==> config.mk <==
export PLATFORM = sky130hd
export DESIGN_NAME = uart_rx
export DESIGN_NICKNAME = d
export VERILOG_FILES = /design/src/rtl/uart_pkg.sv /design/src/rtl/sync2.sv /design/src/rtl/uart_rx.sv
export SDC_FILE = /design/constraint.sdc
export NUM_CORES = 1
export LEC_CHECK = 0
export ABC_AREA = 0
export CAP_MARGIN = 20
export CORE_UTILIZATION = 35
export CTS_CLUSTER_SIZE = 25
export DETAILED_ROUTE_END_ITERATION = 10
export GPL_ROUTABILITY_DRIVEN = 1
export PLACE_DENSITY = 0.57
export RECOVER_POWER = 50
export SYNTH_ARGS = -nofsm -noshare
export SYNTH_HDL_FRONTEND = slang
export SYNTH_HIERARCHICAL = 1
export SYNTH_SLANG_ARGS = --single-unit
==> constraint.sdc <==
create_clock -name clk -period 3.3 [get_ports clk]
set_input_delay 0.99 -clock clk [delete_from_list [all_inputs] [get_ports clk]]
set_output_delay 0.99 -clock clk [all_outputs]
set_load 0.1 [all_outputs]
==> src/rtl/uart_pkg.sv <==
// -----------------------------------------------------------------------------
// uart_pkg
// Shared definitions for the UART receiver and its matching transmitter.
// Contents:
//   uart_state_e  - frame FSM state encoding (IDLE, START, DATA, STOP)
//   LINE_IDLE     - logic level of an idle serial line
// -----------------------------------------------------------------------------
package uart_pkg;

  // Fixed 2-bit encoding so both UART directions decode states identically.
  typedef enum logic [1:0] {
    ST_IDLE  = 2'd0,
    ST_START = 2'd1,
    ST_DATA  = 2'd2,
    ST_STOP  = 2'd3
  } uart_state_e;

  localparam logic LINE_IDLE = 1'b1;

endpackage

==> src/rtl/sync2.sv <==
// -----------------------------------------------------------------------------
// sync2
// Two-flop synchronizer for a single asynchronous bit. Both flops reset to
// the idle line level (1) so no false start bit appears coming out of reset.
// Ports:
//   clk   in  1  rising-edge clock
//   rst_n in  1  asynchronous active-low reset
//   d_i   in  1  asynchronous input
//   q_o   out 1  synchronized output, two cycles behind d_i
// -----------------------------------------------------------------------------
module sync2 (
  input  logic clk,
  input  logic rst_n,
  input  logic d_i,
  output logic q_o
);

  logic meta_q;
  logic sync_q;

  // Metastability chain: first flop may go metastable, second resolves it.
  always_ff @(posedge clk or negedge rst_n) begin
    if (!rst_n) begin
      meta_q <= 1'b1;
      sync_q <= 1'b1;
    end else begin
      meta_q <= d_i;
      sync_q <= meta_q;
    end
  end

  assign q_o = sync_q;

endmodule

==> src/rtl/uart_rx.sv <==
// -----------------------------------------------------------------------------
// uart_rx
// 8N1-style UART receiver with mid-bit sampling.
// Parameters:
//   CLKS_PER_BIT  clk cycles per serial bit (4..65535)
//   DATA_BITS     data bits per frame (5..8)
// Ports:
//   clk        in  1          rising-edge clock
//   rst        in  1          asynchronous active-low reset
//   rx         in  1          asynchronous serial line, idle high
//   data       out DATA_BITS  last correctly framed word (LSB received first)
//   valid      out 1          one-cycle pulse when data updates
//   frame_err  out 1          one-cycle pulse on a bad (low) stop bit
//   busy       out 1          high whenever the FSM is not idle
// -----------------------------------------------------------------------------
module uart_rx
  import uart_pkg::*;
#(
  parameter int CLKS_PER_BIT = 434,
  parameter int DATA_BITS    = 8
) (
  input  logic                 clk,
  input  logic                 rst,
  input  logic                 rx,
  output logic [DATA_BITS-1:0] data,
  output logic                 valid,
  output logic                 frame_err,
  output logic                 busy
);

  localparam int TW = $clog2(CLKS_PER_BIT);
  localparam int IW = $clog2(DATA_BITS);

  localparam logic [TW-1:0] T_HALF = TW'(CLKS_PER_BIT / 2 - 1);
  localparam logic [TW-1:0] T_LAST = TW'(CLKS_PER_BIT - 1);
  localparam logic [TW-1:0] T_ONE  = TW'(1);
  localparam logic [IW-1:0] I_LAST = IW'(DATA_BITS - 1);
  localparam logic [IW-1:0] I_ONE  = IW'(1);

  logic                 rx_s;

  uart_state_e          state_q,  state_d;
  logic [TW-1:0]        timer_q,  timer_d;
  logic [IW-1:0]        idx_q,    idx_d;
  logic [DATA_BITS-1:0] shift_q,  shift_d;
  logic [DATA_BITS-1:0] data_q,   data_d;
  logic                 valid_q,  valid_d;
  logic                 ferr_q,   ferr_d;
  logic                 busy_q,   busy_d;
  // Cleared after a framing error so a held-low (break) line cannot
  // retrigger; set again once the line is seen high.
  logic                 armed_q,  armed_d;

  sync2 u_sync2 (
    .clk   (clk),
    .rst_n (rst),
    .d_i   (rx),
    .q_o   (rx_s)
  );

  // Next-state logic for the frame FSM, bit timer, shifter and output pulses.
  always_comb begin
    state_d = state_q;
    timer_d = timer_q;
    idx_d   = idx_q;
    shift_d = shift_q;
    data_d  = data_q;
    valid_d = 1'b0;
    ferr_d  = 1'b0;
    armed_d = armed_q;

    case (state_q)
      ST_IDLE: begin
        timer_d = '0;
        idx_d   = '0;
        armed_d = armed_q | (rx_s == LINE_IDLE);
        if (armed_q && (rx_s != LINE_IDLE)) begin
          state_d = ST_START;
        end else begin
          state_d = ST_IDLE;
        end
      end

      ST_START: begin
        if (timer_q == T_HALF) begin
          timer_d = '0;
          idx_d   = '0;
          // Line back high at mid start bit means a glitch: drop silently.
          if (rx_s != LINE_IDLE) begin
            state_d = ST_DATA;
          end else begin
            state_d = ST_IDLE;
          end
        end else begin
          timer_d = timer_q + T_ONE;
        end
      end

      ST_DATA: begin
        if (timer_q == T_LAST) begin
          timer_d        = '0;
          shift_d[idx_q] = rx_s;
          if (idx_q == I_LAST) begin
            idx_d   = '0;
            state_d = ST_STOP;
          end else begin
            idx_d = idx_q + I_ONE;
          end
        end else begin
          timer_d = timer_q + T_ONE;
        end
      end

      ST_STOP: begin
        if (timer_q == T_LAST) begin
          // Leave at mid stop bit so a back-to-back start edge is not missed.
          timer_d = '0;
          state_d = ST_IDLE;
          if (rx_s == LINE_IDLE) begin
            data_d  = shift_q;
            valid_d = 1'b1;
            armed_d = 1'b1;
          end else begin
            ferr_d  = 1'b1;
            armed_d = 1'b0;
          end
        end else begin
          timer_d = timer_q + T_ONE;
        end
      end

      default: begin
        state_d = ST_IDLE;
        timer_d = '0;
        idx_d   = '0;
      end
    endcase

    busy_d = (state_d != ST_IDLE);
  end

  // Frame FSM and all registered outputs.
  always_ff @(posedge clk or negedge rst) begin
    if (!rst) begin
      state_q <= ST_IDLE;
      timer_q <= '0;
      idx_q   <= '0;
      shift_q <= '0;
      data_q  <= '0;
      valid_q <= 1'b0;
      ferr_q  <= 1'b0;
      busy_q  <= 1'b0;
      armed_q <= 1'b1;
    end else begin
      state_q <= state_d;
      timer_q <= timer_d;
      idx_q   <= idx_d;
      shift_q <= shift_d;
      data_q  <= data_d;
      valid_q <= valid_d;
      ferr_q  <= ferr_d;
      busy_q  <= busy_d;
      armed_q <= armed_d;
    end
  end

  assign data      = data_q;
  assign valid     = valid_q;
  assign frame_err = ferr_q;
  assign busy      = busy_q;

endmodule

* Word level (Yosys, flattened, before mapping) *
Index checks and enable logic that the tools add are counted.

storage, ports and cells
  word-level logic and storage cells = 62
  output and inout bits = 11
  input bits = 3
  flip-flop bits (word level) = 36

operators by class
  add/sub/neg operators = 2
  magnitude comparators = 2
  muxes and demuxes = 25
  bitwise logic cells = 2
  reductions and logical operators = 11
  equal/unequal tests = 9

operators by type and width
  cell                 count
  $pmux 9 s3           1
  $mux 9               2
  $mux 2               5
  $add 9x1->9 const B  1
  $eq 9x8->1 const B   1
  $eq 9x9->1 const B   1
  $mux 1               9
  $mux 3               3
  $pmux 3 s3           1
  $bwmux 8             1
  $pmux 2 s4           1
  $ne 2x2->1 const B   3
  $reduce_and 3->1     2
  $eq 2x2->1 const B   2
  $lt 3x4->1 const B   1
  $reduce_and 2->1     2
  $reduce_bool 2->1    2
  $add 3x1->3 const B  1
  $demux 1 s3          1
  $eq 3x3->1 const B   1
  $ge 3x1->1 const B   1
  $reduce_bool 3->1    1
  $eq 2x1->1 const B   1
  $logic_and 1x1->1    2
  5 further kinds      5

* Depth between registers and ports, before layout *
Gate-level depths: netlist of the first run.

  depth in word-level cells = 5
  mapped depth = 8
  depth with buffers taken out = 6

* Modules after synthesis *
The synthesis of the first run kept the hierarchy.

modules (own cells, without submodules)
  module   cells an instance  times used  area each (µm²)  seq. area each (µm²)
  uart_rx  146                1           1614.0           852.1
  sync2    2                  1           52.6             52.6

* Worst setup path before layout of the first run *
OpenSTA, ideal clock, no wires.

  path kind = reg-to-reg
  start point = register timer_q[1]
  end point = register data_q[0], in the netlist data[0]
  clock period less this slack = 2.057 ns
  stages on the path, launching flop included = 8
  slack = 1.243 ns
  arrival time = 1.932 ns
  required time = 3.175 ns
  setup time = 0.125 ns
  cells stage by stage = dfrtp_1 -> inv_1 -> ha_1 -> nand4b_1 -> or3_1 -> buf_6 -> nor3_4 -> mux2_2

on the way
  word-level cells in the longest chain between the ends = 2

RTL lines
  item                        line            source
  start: declaration          uart_rx.sv:43   logic [TW-1:0] timer_q, timer_d;
  start signal: assignment    uart_rx.sv:156  timer_q <= timer_d;
  $eq 9x9->1                  uart_rx.sv:115  if (timer_q == T_LAST) begin
  $reduce_and 3->1 (no line)  --
  end signal: assignment      uart_rx.sv:159  data_q <= data_d;
  end: declaration            uart_rx.sv:46   logic [DATA_BITS-1:0] data_q, data_d;

Every way passes these cells.
A chain may end at the register's enable or synchronous reset.

* Worst setup path in the final report of the first run *
  start point = register busy_q, in the netlist busy
  end point = output port busy

RTL lines
  item                      line            source
  start: declaration        uart_rx.sv:49   logic busy_q, busy_d;
  start signal: assignment  uart_rx.sv:162  busy_q <= busy_d;
  end: declaration          uart_rx.sv:28   output logic busy

No word-level cell between the ends.

==> results of run 1 <==
## kinds of logic (layout without fill, tap and decap cells)
group	Yosys count	after routing	synth area share, %
compound gates	21	21	9.235
mux	12	12	8.108
buf+inv	12	26	3.153
simple gates	55	55	17.79
xor+xnor	7	7	3.679
fa+ha+maj	5	5	3.754
flops	36	36	54.28
## through the flow
stage	utilization [%]	worst slack [ns]
floorplan	-	1.243
global placement	40.32	0.8936
detailed placement	40.32	0.8012
CTS	42.73	0.7982
global route	42.56	0.6387
finish	42.56	0.8544
## power by group through the flow
stage | combinational (µW) | clock, µW | sequential, µW
after floorplan | 93.7 | 0 | 520
after global placement | 123 | 0 | 526
after detailed placement | 125 | 0 | 528
after CTS | 126 | 376 | 521
after global routing | 146 | 396 | 527
final | 120 | 365 | 521
## metal layers
metal | vias up | GRT usage [%]
li1 | 551 | -
met1 | 548 | 17.00
met2 | 21 | 20.51
met3 | 5 | 2.991
met4 | 0 | 6.000
met5 | - | 0
## sequential cells by signal (all words and copies together) (netlist names)
register / flops
shift_q: 8
u_sync2/q_o: 1
busy: 1
armed_q: 1
timer_q: 9
valid: 1
u_sync2/meta_q: 1
frame_err: 1
data: 8
idx_q: 3
state_q: 2
## cells in the final DEF (no fill, tap or decap), types with 5 or more instances in the layout
| master | Yosys | layout |
|---|---|---|
| dfrtp_1 | 33 | 33 |
| nor2_1 | 16 | 16 |
| mux2_2 | 12 | 12 |
| nand2_1 | 10 | 10 |
| buf_4 | 0 | 10 |
| nand3_1 | 6 | 6 |
| o21ai_0 | 5 | 5 |
| xnor2_1 | 5 | 5 |
| o31ai_1 | 5 | 5 |
| ha_1 | 5 | 5 |
| clkbuf_8 | 0 | 5 |
## worst paths after layout
path / start / end
setup / recovery: busy$_DFF_PN0_ / busy
hold / removal: u_sync2/meta_q$_DFF_PN1_ / u_sync2/q_o$_DFF_PN1_
setup reg to reg: timer_q[1]$_DFF_PN0_ / data[7]$_DFFE_PN0P_
hold reg to reg: u_sync2/meta_q$_DFF_PN1_ / u_sync2/q_o$_DFF_PN1_
max in group asynchronous: rst / armed_q$_DFFE_PN1P_
min in group asynchronous: rst / idx_q[2]$_DFFE_PN0P_
## cell type report
type	instances	area [µm²]
multi-input cells	100	709.4
repair buffers	14	102.6
fillers	424	2570
well taps	52	65.06
clock inverters	2	35.03
clock buffers	6	72.57
inverters	4	15.01
flip-flops and latches	36	904.6
==> results_dict.tcl, run 1 <==
set metrics [dict create \
    max_stage_delay_ns 0.86 \
    critPathRequiredTime_ns 2.31 \
    wl_met3_um 122 \
    crit_type "flip-flop to output port" \
    post_cts_resized 0 \
    power_uw 1006 \
    setup_viol 0 \
    cp_max_fo 1 \
    cts.clk_slew.worst_paths_ns 0.07 \
    path_depth 1 \
    numCtsBuffers 5 \
    die_x_um 71.01 \
    vias 1125 \
    p_comb_share_pct 11.9 \
    yosysMostFrequentCell "dfrtp_1" \
    synthTopCellsByCount "dfrtp_1, nor2_1, mux2_2" \
    post_drt_wl_per_cell_um 13.12 \
    drc 0 \
    first_pass_iters 4 \
    tritoncts "done" \
    dieArea_um2 5042 \
    crit_chain "clkbuf_1" \
    worstMarginPinSlew_ns 1.163 \
    critPathCaptureType "output port" \
    synth_area_leader_cell "dfrtp_1" \
    max_cap_viol_count 0 \
    cts.path.max_buffers 2 \
    n_antenna_cell 0 \
    netlist_area_um2 1667 \
    post-route-min-period_ns 2.446 \
    slowest_stage "clkbuf_1" \
    rrSetupSlack_ns 0.86 \
    fp.coreArea_um2 4474 \
    routed_via_density 5.257 \
    synth_top_area_share_pct 49.55 \
    grt_pass1_wl_um 5092 \
    portBuffers 13 \
    p_sw_uw 253.5 \
    synth_edf_count 0 \
    ys.flop_type "dfrtp_1" \
    io_pins 14 \
    syn_area_per_cell_um2 11.26 \
    post_cts_buffers 0 \
    drtIter0Drc 37 \
    grt_overflow 0 \
    cp_data_arrival_time_ns 1.46 \
    ys_types 34 \
    htreeDepth 2 \
    outcome "complete, no violations" \
    final_cell_count_no_fill 214 \
    clock_latency_ns 0.28 \
    reg2reg_depth 6 \
    grt_use_total_pct 12.98 \
    die_h_um 71.01 \
    seq_area_frac_synth_pct 54.28 \
    power.internal_uw 752.5 \
    nets 169 \
    crit_buf_inv 1 \
    syn_nets 156 \
    area_growth_pct 14.26 \
    powerDensity_nw_per_um2 528.3 \
    highest_layer "met4" \
    grt_pass1_vias 1161 \
    post_route_cells_drive_above_1_share_pct 22.22 \
    drt-met1-wl_um 1331 \
    slew_headroom_pct 22.81 \
    worstSetupStartpointType "flip-flop" \
    wl_met2_um 1313 \
    drv_slew 0 \
    peakVddDrop_v 0.0003443 \
    max_freq_ghz 0.4089 \
    tns_ns 0 \
    antenna_found_initial 0 \
    drt-total-wl_um 2808 \
    clock_sink_count 36 \
    hold_path_depth 0 \
    hold_violations 0 \
    dp_cells 206 \
    ant_nets 0 \
    yosys_warnings 6 \
    hold-worst-slack_ns 0.3570 \
    grt_max_degree 37 \
    fin_skew_ns 0.005912 \
    hold_path_class "flip-flop to flip-flop" \
    rows 24 \
    clockRootBuffer "clkbuf_8" \
    ys_async_sr_fraction_pct 100.0 \
    fin_area_um2 1904 \
    dp_hpwl_um 1982 \
    seq_power_share_pct 51.8 \
    fin_crit_sh_pct 74.11 \
    grt_setup_unrepaired "false" \
    cts_hold_buf 0 \
    clkPwrFrac_pct 36.3 \
    path_delay_family "buffers and inverters" \
    synth_cells 148 \
    gp_congestion 0.8411 \
    switching_share_pct 25.20 \
    synth.ff_latch_count 36 \
    synth_area_leaders "dfrtp_1, mux2_2, dfstp_2, ha_1, nor2_1" \
    p_leak_uw 0.0008626 \
    post_dp_cell_area_um2 1804 \
    floorplan.initialDensity_pct 37.25 \
]
Note: power is estimated with default switching activity, not from simulation.
==> run 2: changes to the inputs <==
==> constraint.sdc (replaced) <==
create_clock -name clk -period 2.5 [get_ports clk]
set_input_delay 0.75 -clock clk [delete_from_list [all_inputs] [get_ports clk]]
set_output_delay 0.75 -clock clk [all_outputs]
set_load 0.1 [all_outputs]
==> run 2 against run 1 <==
Against the previous run:
- wire length grew 14%
- final cell count grew 1.4%
- global-route usage grew 1.6 points
- critical endpoint is now data[6]$_DFFE_PN0P_
==> results_dict.tcl, run 2 (synthesis results as in run 1) <==
set metrics [dict create \
    tns_ns 0 \
    post_route_cells_drive_above_1_share_pct 24.85 \
    max_stage_delay_ns 0.58 \
    fin_skew_ns 0.005223 \
    routed_via_density 5.212 \
    floorplan.initialDensity_pct 37.25 \
    fp.coreArea_um2 4474 \
    n_antenna_cell 0 \
    clock_sink_count 36 \
    critPathRequiredTime_ns 2.67 \
    dieArea_um2 5042 \
    ant_nets 0 \
    die_x_um 71.01 \
    largest-register "timer_q" \
    die_h_um 71.01 \
    hold_violations 0 \
    clock_latency_ns 0.29 \
    hold-worst-slack_ns 0.3589 \
    post_cts_resized 0 \
    post_cts_buffers 0 \
    cp_data_arrival_time_ns 2.42 \
    portBuffers 13 \
    worstSetupStartpointType "flip-flop" \
    max_freq_ghz 0.4444 \
    cts.path.max_buffers 2 \
    grt_max_degree 37 \
    cp_max_fo 10 \
    antenna_found_initial 0 \
    fill_cells 415 \
    layout_common_cells "dfrtp_1, nor2_1, mux2_2" \
    crit_buf_inv 2 \
    crit_chain "inv_1 -> ha_1 -> nand4b_1 -> or3_1 -> nor3_4 -> buf_4 -> mux2_2" \
    layout_commonest_cell "dfrtp_1" \
    worstMarginPinSlew_ns 0.8930 \
    numCtsBuffers 5 \
    grt_pass1_wl_um 5561 \
    area_growth_pct 15.47 \
    p_leak_uw 0.0008822 \
    cts.clk_slew.worst_paths_ns 0.07 \
    drv_slew 0 \
    slowest_stage "or3_1" \
    rrSetupSlack_ns 0.25 \
    tritoncts "done" \
    crit_type "flip-flop to flip-flop" \
    drc 0 \
    drt-total-wl_um 3195 \
    grt_pass1_vias 1160 \
    max_cap_viol_count 0 \
    cts_hold_buf 0 \
    drtIter0Drc 48 \
    post_drt_wl_per_cell_um 14.72 \
    slew_headroom_pct 40.47 \
    grt_use_total_pct 14.53 \
    clockRootBuffer "clkbuf_8" \
    dp_hpwl_um 2209 \
    outcome "complete, no violations" \
    grt_overflow 0 \
    post-route-min-period_ns 2.250 \
    powerDensity_nw_per_um2 701.9 \
    setup_viol 0 \
    critPathCaptureType "flip-flop" \
    grt_setup_unrepaired "false" \
    nets 172 \
    peakVddDrop_v 0.0003845 \
    path_delay_family "simple AND/OR/NAND/NOR gates" \
    hold_path_class "flip-flop to flip-flop" \
    gp_congestion 0.8449 \
    vias 1131 \
    rows 24 \
    io_pins 14 \
    first_pass_iters 4 \
    fin_crit_sh_pct 90.01 \
    largest_reg_flops 9 \
    htreeDepth 2 \
]
run 2: metal layers:
layer	global-route usage (%)	share of wire [%]
met2	22.97	46
met4	6.222	1.7
met3	5.413	3.5
met5	0	0
met1	17.92	49
run 2: worst paths after layout:
check	startpoint	cells past startpoint	endpoint
setup / recovery	timer_q[1]$_DFF_PN0_	7	data[6]$_DFFE_PN0P_
hold / removal	u_sync2/meta_q$_DFF_PN1_	0	u_sync2/q_o$_DFF_PN1_
setup reg to reg	timer_q[1]$_DFF_PN0_	7	data[6]$_DFFE_PN0P_
hold reg to reg	u_sync2/meta_q$_DFF_PN1_	0	u_sync2/q_o$_DFF_PN1_
max in group asynchronous	rst	2	valid$_DFF_PN0_
min in group asynchronous	rst	2	state_q[1]$_DFF_PN0_
run 2: stage by stage:
step	total power, µW	instances	worst slack (ns)	cell area (µm²)	utilization (%)
3_5_place_dp	863.1	209	0.2690	1827	40.83
5_1_grt	1426	217	0.09286	1924	43.01
6_report	1351	217	0.2498	1924	43.01
3_3_place_gp	859.2	209	0.3331	1827	40.83
2_1_floorplan	810.3	148	0.4425	1667	-
4_1_cts	1372	217	0.2496	1934	43.23
run 2: where the power goes:
part | internal, µW | switching [µW]
clock network | 296 | 204
logic | 69.3 | 93.0
registers | 629 | 59.7
run 2: cell type report:
type                    count  area (µm²)  area share (%)
multi-input cells         100       709.4           36.87
clock inverters             2       35.03           1.821
inverters                   4       15.01          0.7802
well taps                  52       65.06           3.381
repair buffers             17       122.6           6.372
clock buffers               6       72.57           3.771
flip-flops and latches     36       904.6           47.01
run 2: worst reg2reg max path, delay by kind of cell, from the launching register on:
kind | cells | cell delay, ns
and+or+nand+nor | 3 | 0.93
DFF | 1 | 0.41
muxes | 1 | 0.35
buffers and inverters | 2 | 0.31
adders and majority gates | 1 | 0.14
==> run 3: changes to the inputs <==
--- a/config.mk
+++ b/config.mk
@@ -13,6 +13,7 @@
 export GPL_ROUTABILITY_DRIVEN = 1
 export PLACE_DENSITY = 0.57
 export RECOVER_POWER = 50
+export SETUP_SLACK_MARGIN = 0.02
 export SYNTH_ARGS = -nofsm -noshare
 export SYNTH_HDL_FRONTEND = slang
 export SYNTH_HIERARCHICAL = 1
==> results of run 3 <==
The final DEF is identical to that of run 2; final timing and power are the same.
